===== src/rtl/seven_segment_scan_controller.sv =====
// Time-multiplexed scan controller for NDIGITS common-cathode digits sharing
// one external hex-to-seven-segment decoder. Displayed value is double-buffered
// and swapped only at frame boundaries; a blank guard cycle opens every digit
// slot to prevent ghosting, and leading zeros can optionally be suppressed.
module seven_segment_scan_controller #(
    parameter int NDIGITS = 4,
    parameter int DIV     = 1000
) (
    input  logic                   clk,
    input  logic                   reset,
    input  logic                   load,
    input  logic [4*NDIGITS-1:0]   value,
    input  logic                   blank_lz,
    output logic [3:0]             hex_out,
    input  logic [6:0]             seg_in,
    output logic [6:0]             segments,
    output logic [NDIGITS-1:0]     digit_en,
    output logic                   frame_done
);

    localparam int TICK_W = $clog2(DIV);
    localparam int IDX_W  = $clog2(NDIGITS);
    localparam logic [TICK_W-1:0] TICK_LAST = TICK_W'(DIV - 1);
    localparam logic [IDX_W-1:0]  IDX_LAST  = IDX_W'(NDIGITS - 1);

    logic [TICK_W-1:0]    tick_q, tick_d;
    logic [IDX_W-1:0]     idx_q, idx_d;
    logic [4*NDIGITS-1:0] disp_q, disp_d;
    logic [4*NDIGITS-1:0] pend_q, pend_d;
    logic                 pend_v_q, pend_v_d;
    logic [6:0]           segments_q, segments_d;
    logic [NDIGITS-1:0]   digit_en_q, digit_en_d;
    logic                 frame_done_q, frame_done_d;

    logic tick_wrap;
    logic boundary;
    logic upper_nonzero;
    logic suppress;

    // The shared decoder always sees the nibble of the digit currently scanned.
    assign hex_out = disp_q[{idx_q, 2'b00} +: 4];

    // Leading-zero detection: digit idx is blank when it and every more
    // significant nibble are zero; digit 0 always shows so 0 reads as "0".
    always_comb begin
        upper_nonzero = 1'b0;
        for (int k = 0; k < NDIGITS; k++) begin
            if (k >= int'(idx_q) && disp_q[4*k +: 4] != 4'h0) begin
                upper_nonzero = 1'b1;
            end
        end
        suppress = blank_lz && (idx_q != '0) && !upper_nonzero;
    end

    // Next-state for scan counters, load buffering and registered outputs.
    always_comb begin
        tick_wrap = (tick_q == TICK_LAST);
        boundary  = tick_wrap && (idx_q == IDX_LAST);

        tick_d = tick_wrap ? '0 : tick_q + 1'b1;
        idx_d  = idx_q;
        if (tick_wrap) begin
            idx_d = (idx_q == IDX_LAST) ? '0 : idx_q + 1'b1;
        end

        disp_d   = disp_q;
        pend_d   = pend_q;
        pend_v_d = pend_v_q;
        if (load) begin
            pend_d   = value;
            pend_v_d = 1'b1;
        end
        // A load landing on the boundary itself bypasses the pending buffer.
        if (boundary) begin
            if (load) begin
                disp_d   = value;
                pend_v_d = 1'b0;
            end else if (pend_v_q) begin
                disp_d   = pend_q;
                pend_v_d = 1'b0;
            end
        end

        // tick 0 is the ghosting guard: everything dark while the decoder settles.
        segments_d   = (tick_q == '0 || suppress) ? 7'd0 : seg_in;
        digit_en_d   = (tick_q == '0) ? '0 : (NDIGITS'(1) << idx_q);
        frame_done_d = boundary;
    end

    // State and output registers with synchronous reset.
    always_ff @(posedge clk) begin
        if (reset) begin
            tick_q       <= '0;
            idx_q        <= '0;
            disp_q       <= '0;
            pend_q       <= '0;
            pend_v_q     <= 1'b0;
            segments_q   <= '0;
            digit_en_q   <= '0;
            frame_done_q <= 1'b0;
        end else begin
            tick_q       <= tick_d;
            idx_q        <= idx_d;
            disp_q       <= disp_d;
            pend_q       <= pend_d;
            pend_v_q     <= pend_v_d;
            segments_q   <= segments_d;
            digit_en_q   <= digit_en_d;
            frame_done_q <= frame_done_d;
        end
    end

    assign segments   = segments_q;
    assign digit_en   = digit_en_q;
    assign frame_done = frame_done_q;

endmodule


===== config.mk =====
export PLATFORM = sky130hd
export DESIGN_NAME = seven_segment_scan_controller
export DESIGN_NICKNAME = d
export VERILOG_FILES = /design/src/rtl/seven_segment_scan_controller.sv
export SDC_FILE = /design/constraint.sdc
export NUM_CORES = 1
export LEC_CHECK = 0
export ABC_AREA = 0
export CORE_ASPECT_RATIO = 0.75
export CORE_UTILIZATION = 40
export DETAILED_ROUTE_END_ITERATION = 7
export SLEW_MARGIN = 20
export SYNTH_ARGS = -nofsm -noshare
export SYNTH_HDL_FRONTEND = slang
export SYNTH_SLANG_ARGS = --single-unit

===== constraint.sdc =====
create_clock -name clk -period 2.6 [get_ports clk]
set_input_delay 0.26 -clock clk [delete_from_list [all_inputs] [get_ports clk]]
set_output_delay 0.26 -clock clk [all_outputs]
set_load 0.01 [all_outputs]

### Word level (Yosys, flattened, before mapping)

Cells that the tools add are included.

* bits in latches: 0
* input port bits: 27
* memories kept: 0
* register bits after elaboration: 57
* ROM bits: 0
* output and inout port bits: 16
* bits in writable memories: 0

* reductions and logical operators: 19
* $lt $le $gt $ge: 3
* divide/modulo/power cells: 0
* add/subtract/negate cells: 2
* multiplexer cells: 11
* shifts and indexed selects: 2
* equal/unequal tests: 2
* bitwise operators: 0
* multiply operators: 0

Operators with widths (number)
* 16-bit 2-to-1 mux: 2
* 4-bit nonzero test: 4
* 16-bit by 5-bit indexed part select with 4-bit output: 1
* 10-bit by 1-bit adder with 10-bit output, second input constant: 1
* 10-bit == test, second input constant: 1
* 10-bit logical NOT: 1
* 1-bit 2-to-1 mux: 8
* 1-bit logical AND: 6
* 2-bit OR reduction: 3
* 1-bit by 2-bit greater-or-equal comparator with 1-bit output, first input constant: 2
* 2-bit nonzero test: 2
* 1-bit by 2-bit left shift with 4-bit output, first input constant: 1
* 2-bit by 1-bit adder with 2-bit output, second input constant: 1
* 2-bit == test, second input constant: 1
* 2-bit greater-or-equal comparator, first input constant: 1
* 2-bit 2-to-1 mux: 1
* 2-bit AND reduction: 1
* 1-bit logical NOT: 1
* 1-bit logical OR: 1

### Depth between registers and ports, before layout

Gate-level depths: netlist (run 1).

* word-level depth: 10
* depth in mapped cells: 6
* depth with buffers taken out: 5

### Worst setup path before layout (run 1)

Ideal clock, no wire load.

* kind: flip-flop to flip-flop
* from: register tick_q[0]
* to: register disp_q[10]
* data required time: 2.479 ns
* data arrival time: 1.705 ns
* path buffers: 1
* path slack: 0.775 ns
* library setup time: 0.121 ns
* cell stages (with the launch flop): 6
* cells stage by stage: dfxtp_1 -> ha_1 -> nand3_1 -> nor4_4 -> buf_6 -> mux2_2

* longest elaborated chain between the ends: 3

Ends and longest elaborated chain
* start: declaration: line 26 `logic [TICK_W-1:0] tick_q, tick_d;`
* start signal: assignment: line 102 `tick_q <= tick_d;`
* 10-bit == test: line 57 `tick_wrap = (tick_q == TICK_LAST);`
* 1-bit logical AND: line 58 `boundary = tick_wrap && (idx_q == IDX_LAST);`
* 2-bit AND reduction (no line)
* end signal: assignment: line 104 `disp_q <= disp_d;`
* end: declaration: line 28 `logic [4*NDIGITS-1:0] disp_q, disp_d;`

Every way passes these cells.
A chain may end at the register's enable or synchronous reset.

### Final worst setup path (run 1)

* from: register idx_q[0]
* to: output port hex_out[2]

* longest elaborated chain between the ends: 1

Ends and longest elaborated chain
* start: declaration: line 27 `logic [IDX_W-1:0] idx_q, idx_d;`
* start signal: assignment: line 103 `idx_q <= idx_d;`
* 16-bit by 5-bit indexed part select with 4-bit output: line 41 `assign hex_out = disp_q[{idx_q, 2'b00} +: 4];`
* end: declaration: line 14 `output logic [3:0] hex_out,`

Every way passes these cells.

==> summary.txt, run 1 <==
Run status
  • Outcome: completed

Synthesis
  • Net count after synthesis: 258
  • Syn avg cell area: 10.4 sq um
  • FFs w/ async S/R, synth: 0%
  • Ranking of synthesized cells by area: dfxtp_1 49%, mux2_2 8.1%, mux2i_1 7.2%, nor2b_1 4.3%, mux4_2 3.8%
  • Area share of the largest cell type after synthesis: 48.5%
  • Synth warnings: 0
  • Mapped cell area: 0.00235 sq mm
  • Dominant cell type by area after synthesis: dfxtp_1
  • Seq/Total Area, Yosys: 48.5%
  • Gate Count Post-Synth: 225
  • Ys flop type: dfxtp_1
  • Post-synthesis cell type count: 32
  • Post-synthesis register bit count: 57
  • Number of synthesized flops with an enable pin: 0

Layout
  • Most common cell after layout, fill and taps aside: dfxtp_1
  • Most frequent cells in the layout: 57 x dfxtp_1, 42 x clkdlybuf4s50_1, 23 x nor2_1, 17 x mux2i_1, 17 x mux2_2
  • Area taken by multi-input logic gates: 0.00109 sq mm
  • Register area: 0.00114 sq mm
  • Total Nets Final: 308
  • Post-layout util: 55.1%
  • Proportion of layout cells with a drive suffix above 1: 16.5%
  • Layout area overhead: 28.9%
  • # fillers: 513
  • Number of inserted diodes: 0

Worst hold path
  • HP Class: in -> reg
  • WHS Endpoint: segments[4]
  • Hold_sp: seg_in[4]
  • Hold Path Depth: 3

Worst setup path
  • Reg2Reg Depth: 5
  • WP data required: 2340 ps
  • CP startpoint kind: register
  • CP Capture Type: primary output
  • Biggest cell delay along the critical path: 620 ps
  • CP max stage cell: dfxtp_1
  • R2R Setup Slk: 610 ps
  • FF-to-FF Start: idx_q[0]
  • Cell chain of the critical path: mux4_2 -> clkdlybuf4s50_1
  • Worst EP arrival: 2030 ps
  • Crit Path Max Fanout: 11
  • Crit Path Class: reg -> out
  • R2r endpoint: disp_q[7]

Power
  • Power Internal: 1340 uW
  • Switching share of power: 22.8%
  • Comb power frac: 8.2%
  • Seq pwr share: 52.5%
  • Sw power: 396 uW
  • Clock share of power: 39.3%
  • Lkg Pwr: 0.00123 uW
  • Peak supply drop: 0.362 mV
  • Power Density: 574 mW/mm^2

STA
  • Final Cycle Share: 88.0%
  • Fin. max-slew vios: 0
  • Final min period: 2290 ps
  • Slew @ Worst Pin: 528 ps
  • RSZ-0062 raised after global routing: no
  • Worst Skew: 6.77 ps
  • Slew HR: 64.5%
  • TNS Setup: 0 ps
  • Max frequency: 437 MHz
  • Final Setup Violations: 0
  • Hold Vio Cnt, Final: 0

Placed design
  • Global placer's final weighted congestion: 0.755
  • Detailed Place HPWL: 3320 um
  • # port buffers: 42

Drt
  • Initial DRC count: 35
  • Routed WL per cell: 12.9 um
  • DRC viols: 0
  • WL final: 4580 um
  • ANT nets after route: 0
  • First-pass DRT Iterations: 4
  • Vias: 1707
  • DR vias/cell: 4.82

Global route
  • Vias in the first global route: 1620
  • First-pass GRT wire length: 7710 um
  • Largest net degree at the start of global routing: 17
  • Antenna violations before repair: 0
  • GRT Total Usage: 16.6%
  • Grt total ovfl: 0

Floorplan
  • Core footprint: 0.00550 sq mm
  • Die span in y: 68.4 um
  • IO Pins: 43
  • Die area: 0.00619 sq mm
  • Die X: 90.5 um
  • FP Rows: 23
  • Initial Util: 42.8%

Clocking
  • CTS clock-pin slew for the worst setup and hold paths: 60 ps
  • CTS Buffer Depth: 2
  • CTS resizes: 0
  • Post-CTS Repair Setup Buffers: 0
  • CTS tree: yes
  • Clock latency on the worst-skew pair: 340 ps
  • CTS Hold Bufs: 0
  • Clk root buf: clkbuf_8
  • CTS sink count: 57
  • # H-tree levels: 3
  • TritonCTS Buffers: 9

Job
  • Max Cap Viol: 0
flip-flops by register name (all words and copies together), names as in the netlist:
name / count
idx_q: 2
digit_en: 4
tick_q: 10
pend_q: 16
pend_v_q: 1
disp_q: 16
segments: 7
frame_done: 1
layout make-up:
type,instances,area share [%]
well taps,75,3.10
multi-input cells,141,36.0
inverters,15,1.86
clock inverters,4,0.661
clock buffers,11,4.67
flip-flops and latches,57,37.7
repair buffers,51,16.1
cells in the mapped netlist, types with 2 or more instances:
| library cell | number |
|---|---|
| a211oi_1 | 8 |
| buf_2 | 6 |
| nand4_1 | 2 |
| mux2_2 | 17 |
| a21oi_1 | 5 |
| o21ai_0 | 4 |
| ha_1 | 6 |
| nand3_1 | 5 |
| nor2_1 | 23 |
| mux2i_1 | 17 |
| nand2_1 | 5 |
| mux4_2 | 4 |
| xor2_1 | 2 |
| clkbuf_1 | 4 |
| nor3_1 | 7 |
| nor4_1 | 2 |
| or3_1 | 3 |
| o31ai_1 | 4 |
| inv_1 | 15 |
| dfxtp_1 | 57 |
| nor2b_1 | 16 |
| or4_1 | 3 |
cell families (layout without fill, tap and decap cells):
kind of cell    count (synthesis)  after routing  synth area share (%)
simple gates                   71             71                  16.4
flops                          57             57                  48.5
compound gates                 23             23                  6.44
mux                            38             38                  19.2
buf+inv                        27             81                  5.11
xor+xnor                        3              3                  1.12
fa+ha+maj                       6              6                  3.19
worst max-delay path by stage:
stage | start | endpoint | slack, ps | cells after the start
floorplan | tick_q[0] | disp_q[10] | 770 | 5
global placement | idx_q[0] | disp_q[4] | 650 | 5
detailed placement | idx_q[0] | disp_q[2] | 620 | 5
CTS | idx_q[0] | hex_out[2] | 280 | 2
global route | idx_q[0] | hex_out[2] | 200 | 2
finish | idx_q[0] | hex_out[2] | 310 | 2
critical path, delay by kind of cell, from the launching register on:
kind	cells	cell delay, ps
flip-flops	1	620
multiplexers	1	580
buffers and inverters	1	490
layer usage:
metal	vias to the layer above	global-route usage, %	wire length [um]
met5	-	0	0
met3	6	8.00	274
met1	776	22.3	2450
met2	38	23.6	1810
met4	0	4.84	42
li1	887	-	-
per-stage QoR:
stage	instances	hold slack (ps)	setup slack, ps	total power [uW]	instance area, sq um
floorplan	225	379	775	998	2350
global placement	339	460	654	1070	2870
detailed placement	339	475	619	1080	2870
CTS	354	445	283	1770	3030
global route	354	451	199	1830	3030
finish	354	456	312	1740	3030
power groups by stage:
stage	Clock [uW]	Sequential, uW	Combinational [uW]
after floorplan	0	933	64.7
final	683	913	143
after detailed placement	0	932	144
after CTS	708	913	145
after global placement	0	932	142
after global routing	756	916	158
Note: power is estimated with default switching activity, not from simulation.
==> run 2, diff against run 1 <==
Settings changed: CTS_CLUSTER_DIAMETER set to 80.
==> results of run 2 <==
Same layout as run 1: the final DEF is identical, and so are final timing and power.
==> run 3, diff against run 2 <==
Settings changed: CTS_CLUSTER_DIAMETER 80 to 40.
==> results of run 3 <==
Same layout as run 1: the final DEF is identical, and so are final timing and power.
